### src/rtl/alarm_clock_core.sv
// alarm_clock_core: timekeeping core for the digital alarm clock.
// Divides clk down to a 1 Hz tick and keeps HH:MM:SS in BCD (hours 00..23
// internally). It holds one alarm time and runs an IDLE/RINGING/SNOOZED
// state machine. The display can be shown in 12h or 24h form.
// Ports:
//   clk, rst              clock and asynchronous active-high reset
//   ena                   tick enable (freezes prescaler and time when 0)
//   set_time, set_alarm   level-sensitive edit modes (set_time has priority)
//   inc_hour, inc_min     1-cycle increment pulses for the selected target
//   alarm_en, snooze      alarm armed level / snooze pulse
//   mode_12h              1 selects 12h display
//   disp_hh/mm/ss, pm     BCD display of the time, or of the alarm while editing it
//   ring, sec_tick        alarm sounding / registered once-per-second pulse
module alarm_clock_core #(
  parameter int unsigned TICK_DIV   = 10_000_000,
  parameter int unsigned SNOOZE_MIN = 9,
  parameter int unsigned RING_SEC   = 60
) (
  input  logic       clk,
  input  logic       rst,
  input  logic       ena,
  input  logic       set_time,
  input  logic       set_alarm,
  input  logic       inc_hour,
  input  logic       inc_min,
  input  logic       alarm_en,
  input  logic       snooze,
  input  logic       mode_12h,
  output logic [7:0] disp_hh,
  output logic [7:0] disp_mm,
  output logic [7:0] disp_ss,
  output logic       pm,
  output logic       ring,
  output logic       sec_tick
);

  localparam int unsigned PW = (TICK_DIV > 2) ? $clog2(TICK_DIV) : 1;

  typedef enum logic [1:0] {S_IDLE, S_RINGING, S_SNOOZED} state_t;

  function automatic logic [7:0] bcd_inc(input logic [7:0] v);
    return (v[3:0] == 4'h9) ? {v[7:4] + 4'h1, 4'h0} : v + 8'h01;
  endfunction

  function automatic logic [6:0] to_bin(input logic [7:0] v);
    return 7'(v[7:4]) * 7'd10 + 7'(v[3:0]);
  endfunction

  function automatic logic [7:0] to_bcd(input logic [6:0] b);
    logic [6:0] t;
    t = b / 7'd10;
    return {t[3:0], 4'(b - t * 7'd10)};
  endfunction

  logic [PW-1:0] pre_q, pre_d;
  logic [7:0]    hh_q, hh_d, mm_q, mm_d, ss_q, ss_d;
  logic [7:0]    al_hh_q, al_hh_d, al_mm_q, al_mm_d;
  logic [7:0]    sn_hh_q, sn_hh_d, sn_mm_q, sn_mm_d;
  logic [7:0]    cnt_q, cnt_d;
  logic          tick_q;
  state_t        st_q, st_d;
  logic          run, tick;

  // Prescaler and time/alarm registers
  always_comb begin
    run     = ena && !set_time;
    tick    = run && (pre_q == PW'(TICK_DIV - 1));
    pre_d   = pre_q;
    hh_d    = hh_q;
    mm_d    = mm_q;
    ss_d    = ss_q;
    al_hh_d = al_hh_q;
    al_mm_d = al_mm_q;
    if (set_time) begin
      pre_d = '0;
      ss_d  = '0;
      if (inc_min)  mm_d = (mm_q == 8'h59) ? '0 : bcd_inc(mm_q);
      if (inc_hour) hh_d = (hh_q == 8'h23) ? '0 : bcd_inc(hh_q);
    end else begin
      if (run) pre_d = tick ? '0 : pre_q + PW'(1);
      if (tick) begin
        ss_d = (ss_q == 8'h59) ? '0 : bcd_inc(ss_q);
        if (ss_q == 8'h59) begin
          mm_d = (mm_q == 8'h59) ? '0 : bcd_inc(mm_q);
          if (mm_q == 8'h59) hh_d = (hh_q == 8'h23) ? '0 : bcd_inc(hh_q);
        end
      end
      if (set_alarm) begin
        if (inc_min)  al_mm_d = (al_mm_q == 8'h59) ? '0 : bcd_inc(al_mm_q);
        if (inc_hour) al_hh_d = (al_hh_q == 8'h23) ? '0 : bcd_inc(al_hh_q);
      end
    end
  end

  // Alarm FSM. Matches compare against the post-tick time (hh_d/mm_d/ss_d).
  always_comb begin
    logic [6:0] sm, sh;
    st_d    = st_q;
    cnt_d   = cnt_q;
    sn_hh_d = sn_hh_q;
    sn_mm_d = sn_mm_q;
    sm      = to_bin(mm_q) + 7'(SNOOZE_MIN);
    sh      = to_bin(hh_q);
    if (sm >= 7'd60) begin
      sm = sm - 7'd60;
      sh = sh + 7'd1;
    end
    if (sh >= 7'd24) sh = sh - 7'd24;
    unique case (st_q)
      S_IDLE: begin
        if (tick && alarm_en && {hh_d, mm_d, ss_d} == {al_hh_q, al_mm_q, 8'h00}) begin
          st_d  = S_RINGING;
          cnt_d = '0;
        end
      end
      S_RINGING: begin
        if (set_time || !alarm_en) begin
          st_d = S_IDLE;
        end else if (snooze) begin
          st_d    = S_SNOOZED;
          sn_hh_d = to_bcd(sh);
          sn_mm_d = to_bcd(sm);
        end else if (tick) begin
          cnt_d = cnt_q + 8'd1;
          if (cnt_d == 8'(RING_SEC)) st_d = S_IDLE;
        end
      end
      S_SNOOZED: begin
        if (set_time || !alarm_en) begin
          st_d = S_IDLE;
        end else if (tick && {hh_d, mm_d, ss_d} == {sn_hh_q, sn_mm_q, 8'h00}) begin
          st_d  = S_RINGING;
          cnt_d = '0;
        end
      end
      default: st_d = S_IDLE;
    endcase
  end

  always_ff @(posedge clk or posedge rst) begin
    if (rst) begin
      pre_q   <= '0;
      hh_q    <= '0;
      mm_q    <= '0;
      ss_q    <= '0;
      al_hh_q <= '0;
      al_mm_q <= '0;
      sn_hh_q <= '0;
      sn_mm_q <= '0;
      cnt_q   <= '0;
      tick_q  <= 1'b0;
      st_q    <= S_IDLE;
    end else begin
      pre_q   <= pre_d;
      hh_q    <= hh_d;
      mm_q    <= mm_d;
      ss_q    <= ss_d;
      al_hh_q <= al_hh_d;
      al_mm_q <= al_mm_d;
      sn_hh_q <= sn_hh_d;
      sn_mm_q <= sn_mm_d;
      cnt_q   <= cnt_d;
      tick_q  <= tick;
      st_q    <= st_d;
    end
  end

  assign ring     = (st_q == S_RINGING);
  assign sec_tick = tick_q;

  // Display mux and 12h conversion
  always_comb begin
    logic       show_al;
    logic [7:0] src_hh;
    logic [6:0] hb;
    show_al = set_alarm && !set_time;
    src_hh  = show_al ? al_hh_q : hh_q;
    disp_mm = show_al ? al_mm_q : mm_q;
    disp_ss = show_al ? 8'h00   : ss_q;
    hb      = to_bin(src_hh);
    disp_hh = src_hh;
    pm      = 1'b0;
    if (mode_12h) begin
      if (hb == 7'd0) begin
        disp_hh = 8'h12;
      end else if (hb == 7'd12) begin
        pm = 1'b1;
      end else if (hb > 7'd12) begin
        disp_hh = to_bcd(hb - 7'd12);
        pm      = 1'b1;
      end
    end
  end

endmodule

### config.mk
export PLATFORM = sky130hd
export DESIGN_NAME = alarm_clock_core
export DESIGN_NICKNAME = d
export VERILOG_FILES = /design/src/rtl/alarm_clock_core.sv
export SDC_FILE = /design/constraint.sdc
export NUM_CORES = 1
export LEC_CHECK = 0
export BUFFER_PORTS_ARGS = -buffer_cell sky130_fd_sc_hd__buf_4
export CAP_MARGIN = 20
export CORE_UTILIZATION = 50
export CTS_BUF_LIST = sky130_fd_sc_hd__clkbuf_4
export CTS_CLUSTER_SIZE = 25
export DETAILED_ROUTE_END_ITERATION = 10
export PLACE_DENSITY = 0.69
export SLEW_MARGIN = 5
export SYNTH_ARGS = -nofsm -noshare
export SYNTH_HDL_FRONTEND = slang
export SYNTH_SLANG_ARGS = --single-unit
### constraint.sdc
create_clock -name clk -period 7.43 [get_ports clk]
set_input_delay 0.743 -clock clk [delete_from_list [all_inputs] [get_ports clk]]
set_output_delay 0.743 -clock clk [all_outputs]
set_load 0.01 [all_outputs]
==> results of run 1 <==
[flip-flops by register name, summed over array words and instances, names as in the netlist]
| name | cells |
|---|---|
| sec_tick | 1 |
| cnt_q | 8 |
| al_hh_q | 8 |
| sn_mm_q | 8 |
| st_q | 2 |
| mm_q | 8 |
| hh_q | 8 |
| sn_hh_q | 8 |
| ss_q | 8 |
| al_mm_q | 8 |
| pre_q | 24 |
[timing repair]
action | 4_1_cts | 5_1_grt
hold endpoints to repair | 0 | 0
resized for setup | 0 | 5
setup endpoints to repair | 0 | 2
[cell families (layout without fill, tap and decap cells)]
family                   count (synthesis)  after routing  share of synthesized area
AND/OR/NAND/NOR                        389            389                      0.233
flip-flops                              91             91                      0.268
buffers and inverters                  103            129                     0.0573
adder cells (fa/ha/maj)                 73             73                      0.114
XOR/XNOR                                80             80                     0.0895
AO/OA/AOI/OAI                          273            273                      0.213
multiplexers                            20             20                     0.0251
[metal layers]
metal	routed length, um	share of wire
met4	233	0.011
met5	0	0
met3	753	0.037
met1	10300	0.50
met2	9330	0.45
[per-stage QoR]
step                setup WS [ns]  std cells  area, um^2  utilization
global route               0.0248       1275        9090        0.548
finish                      0.465       1275        9090        0.548
detailed placement          0.219       1259        8900        0.537
CTS                         0.183       1275        9060        0.547
global placement            0.458       1259        8900        0.537
floorplan                   0.511       1029        8490            -
[area by class of cell]
class / instances / area share
Multi-Input combinational cell: 835 / 0.633
Inverter: 61 / 0.0253
Sequential cell: 91 / 0.251
Clock inverter: 6 / 0.00978
Timing Repair Buffer: 52 / 0.0430
Clock buffer: 10 / 0.00826
Tap cell: 220 / 0.0303
[layout by cell type (no fill, tap or decap), types with 15 or more instances in the layout]
| master | count |
|---|---|
| and3_1 | 23 |
| nand3_1 | 36 |
| xor2_1 | 29 |
| a21oi_1 | 41 |
| nor2_1 | 73 |
| nand4_1 | 18 |
| buf_4 | 52 |
| dfrtp_1 | 91 |
| and2_1 | 15 |
| o21ai_1 | 15 |
| o21ai_0 | 95 |
| xnor2_1 | 45 |
| nand2_1 | 129 |
| ha_1 | 58 |
| inv_1 | 57 |
[worst max-delay path, stage by stage, from the launching register on]
cell       delay, ns
dfrtp_1         0.45
ha_1            0.35
ha_1            0.23
fa_1            0.45
xor2_2          0.26
ha_1            0.29
a22oi_2         0.11
and4bb_4        0.43
or2_1           0.23
a21oi_1         0.09
or2_2           0.33
ha_2            0.41
inv_1           0.11
or3_2           0.53
a311oi_4        0.33
a211oi_1        0.10
ha_1            0.31
nand2_1         0.10
a311oi_1        0.13
o2bb2ai_2       0.23
ha_1            0.17
inv_1           0.05
fa_1            0.44
o311ai_0        0.41
nor2_1          0.09
xor2_1          0.16
o21ai_1         0.12
[final timing paths]
check | from | end | slack, ns
hold / removal | rst | sec_tick$_DFF_PP0_ | 0.36
hold reg to reg | cnt_q[7]$_DFFE_PP0P_ | cnt_q[7]$_DFFE_PP0P_ | 0.50
setup reg to reg | mm_q[1]$_DFF_PP0_ | sn_hh_q[3]$_DFFE_PP0P_ | 0.47
max in group asynchronous | rst | ss_q[1]$_DFF_PP0_ | 5.95
setup / recovery | mm_q[1]$_DFF_PP0_ | sn_hh_q[3]$_DFFE_PP0P_ | 0.47
min in group clk | inc_hour | al_hh_q[2]$_DFFE_PP0P_ | 0.50
==> run summary, run 1 <==
Reg2Reg Depth - 26
grt met3 use - 0.0408
worst slew pin tran - 1.03 ns
n_diodes - 0
synthesized area - 0.00849 mm^2
hold slack - 0.359 ns
wire per inst - 16.2 um
DRC - 0
Area Growth Syn to Fin - 7.03%
Final Slew Violations - 0
Final setup viols - 0
Yosys top cell area share - 0.268
worst hold path type - input port to asynchronous set/reset pin
antenna violations before repair - 0
Total GRT Usage - 0.246
die width - 132 um
Yosys warning total - 0
Fmax - 144 MHz
total clock sinks - 91
register bit total from synthesis - 91
biggest area consumer among synthesized cells - dfrtp_1
status - completed
Netlist cell types - 106
largest net degree at the start of global routing - 48
vias in the first global route - 7161
fill count - 1592
Fin. Hold Viols - 0
Final Cycle Share - 0.937
Worst-Skew Late Latency - 0.49 ns
max-cap violations - 0
most frequent cell after synthesis - nand2_1
initial core utilization - 0.512
PortBufs - 36
Worst-path clk slew - 0.16 ns
Critical Path AT - 7.40 ns
Setup Buffers After CTS - 0
synthesized area per cell - 8.25 um^2
CP max FO - 8
post-layout net count - 1128
Core ar. - 0.0166 mm^2
first-pass GRT wire length - 35300 um
Post-synth top cells - 129 x nand2_1, 95 x o21ai_0, 91 x dfrtp_1, 73 x nor2_1, 59 x ha_1
Post-synth EDFFs - 0
CP required - 7.86 ns
die area - 0.0175 mm^2
Startpoint Class - flip-flop
Post-synth ARST share - 1.00
register area share after synthesis - 0.268
Top Ports - 37
Vias - 7463
Max Buffers Root-to-Sink - 2
share of layout cells above drive strength 1 - 0.115
area of the multi-input gates - 0.00575 mm^2
CTS Buf Count - 9
Synth Flop Type - dfrtp_1
htree depth - 3
Register Area - 0.00228 mm^2
DR pass1 iterations - 5
post-synthesis cell count - 1029
CTS Hold Buffers Added - 0
met2 usage - 0.399
fin crit period - 6.96 ns
CTS tree - built
FP Rows - 47
clock root cell - clkbuf_4
Starting DRT DRC Count - 506
vias per cell - 5.85
met1 Track Usage GR - 0.344
crit end category - flip-flop
RSZ-0062 raised after global routing - no
Fin Setup TNS - 0 ns
die height - 132 um
max_slew headroom - 0.309
syn nets - 1107
ranking of synthesized cells by area - dfrtp_1 27%, ha_1 8.7%, nand2_1 5.7%
Detailed Place HPWL - 15500 um
antenna viol nets, final - 0
Crit Path Category - flip-flop to flip-flop
GR Overflow Total - 0
routability cong. - 0.898
clock skew - 0.0248 ns
busiest layer in global routing - met2
final wirelength - 20600 um
Power of run 1 is left out: the tool's default activity adds up to more than one toggle a clock period on the data nets, which glitch-free logic cannot reach.
==> run 2: changes to the inputs <==
--- a/config.mk
+++ b/config.mk
@@ -7,6 +7,7 @@
 export LEC_CHECK = 0
 export BUFFER_PORTS_ARGS = -buffer_cell sky130_fd_sc_hd__buf_4
 export CAP_MARGIN = 20
+export CORE_MARGIN = 4
 export CORE_UTILIZATION = 50
 export CTS_BUF_LIST = sky130_fd_sc_hd__clkbuf_4
 export CTS_CLUSTER_SIZE = 25
==> run 2 against run 1 <==
Non-clock buffer count did not move. Utilization decreased by 0.20 points. Wire length fell by 1.3%. Critical endpoint unchanged. Largest cell class unchanged.
==> run summary, run 2 (same netlist as run 1, synthesis figures left out) <==
CTS Hold Buffers Added - 0
DR pass1 iterations - 5
Total GRT Usage - 0.205
crit-path max cell delay - 0.54 ns
wire per inst - 15.9 um
final wirelength - 20300 um
Starting DRT DRC Count - 554
Area Growth Syn to Fin - 6.63%
CP max-delay cell - or3_2
cell area after layout - 0.00905 mm^2
die width - 138 um
CP required - 7.83 ns
hold slack - 0.292 ns
total clock sinks - 91
Max Buffers Root-to-Sink - 2
most frequent CP cell - ha_1
initial core utilization - 0.512
RSZ-0062 raised after global routing - no
Fmax - 142 MHz
Detailed Place HPWL - 15400 um
Final Cycle Share - 0.951
Core ar. - 0.0166 mm^2
Worst-Skew Late Latency - 0.45 ns
largest net degree at the start of global routing - 64
max-cap violations - 0
Vias - 7458
Setup Buffers After CTS - 0
Crit Path Category - flip-flop to flip-flop
PortBufs - 36
busiest layer in global routing - met2
vias in the first global route - 6857
CTS tree - built
vias per cell - 5.85
antenna viol nets, final - 0
n_diodes - 0
die height - 138 um
htree depth - 3
CTS Buf Count - 9
CP max FO - 8
Post-CTS Resized - 0
Placed Area - 0.00889 mm^2
status - completed
Fin Setup TNS - 0 ns
first-pass GRT wire length - 33700 um
Fin. Hold Viols - 0
fill count - 1604
Reg with most FFs - pre_q
post-layout net count - 1128
met2 usage - 0.332
met1 Track Usage GR - 0.295
fin crit period - 7.06 ns
max reg flops - 24
Final Slew Violations - 0
Worst-path clk slew - 0.15 ns
most frequent cells in the layout - 129 x nand2_1, 95 x o21ai_0, 91 x dfrtp_1, 73 x nor2_1, 59 x ha_1
antenna violations before repair - 0
worst slew pin tran - 1.03 ns
Top Ports - 37
crit end category - flip-flop
Final setup viols - 0
max_slew headroom - 0.311
routability cong. - 0.908
die area - 0.0191 mm^2
clock skew - 0.0241 ns
clock root cell - clkbuf_4
FP Rows - 47
GR Overflow Total - 0
share of layout cells above drive strength 1 - 0.114
grt met3 use - 0.0242
Critical Path AT - 7.46 ns
most common cell after layout, fill and taps aside - nand2_1
worst hold path type - input port to asynchronous set/reset pin
DRC - 0
Startpoint Class - flip-flop
run 2: cell count changes in the layout (fill, tap and decap cells not counted), sizes merged:
cell | previous run | this run
clkbuf | 10 | 11
bufinv | 2 | 0
clkinv | 3 | 5
clkinvlp | 2 | 1
run 2: layout make-up:
cell class,count,area (um^2),area share
flip-flops and latches,91,2280,0.252
well taps,220,275,0.0304
repair buffers,52,394,0.0435
clock inverters,5,28.8,0.00318
inverters,61,230,0.0254
multi-input cells,835,5760,0.637
clock buffers,11,82.6,0.00912
run 2: metrics by stage:
stage | setup slack, ns | cells | util
after floorplan | 0.511 | 1029 | -
after global placement | 0.324 | 1258 | 0.536
after detailed placement | 0.123 | 1258 | 0.536
after CTS | 0.0851 | 1274 | 0.543
after global routing | 0.0164 | 1275 | 0.546
final | 0.367 | 1275 | 0.546
run 2: final timing paths:
check | startpoint | endpoint | slack, ns | cells past startpoint
setup / recovery | mm_q[1]$_DFF_PP0_ | sn_hh_q[3]$_DFFE_PP0P_ | 0.37 | 27
hold / removal | rst | sn_hh_q[3]$_DFFE_PP0P_ | 0.29 | 2
setup reg to reg | mm_q[1]$_DFF_PP0_ | sn_hh_q[3]$_DFFE_PP0P_ | 0.37 | 27
hold reg to reg | cnt_q[7]$_DFFE_PP0P_ | cnt_q[7]$_DFFE_PP0P_ | 0.50 | 1
max in group asynchronous | rst | sn_mm_q[4]$_DFFE_PP0P_ | 5.94 | 3
min in group clk | cnt_q[7]$_DFFE_PP0P_ | cnt_q[7]$_DFFE_PP0P_ | 0.50 | 1
run 2: per-layer routing:
layer | routed length (um) | vias to the layer above
li1 | - | 3741
met1 | 9950 | 3519
met4 | 304 | 0
met5 | 0 | -
met2 | 9340 | 166
met3 | 736 | 32
run 2: worst max-delay path, delay by kind of cell, from the launching register on:
kind / cells / cell delay [ns]
AOI/OAI and AO/OA: 9 / 1.49
xor gates and xnor gates: 2 / 0.41
DFF: 1 / 0.46
adders and majority gates: 8 / 2.70
and+or+nand+nor: 6 / 1.76
buffers and inverters: 2 / 0.19
Power of run 2 is left out for the same reason.
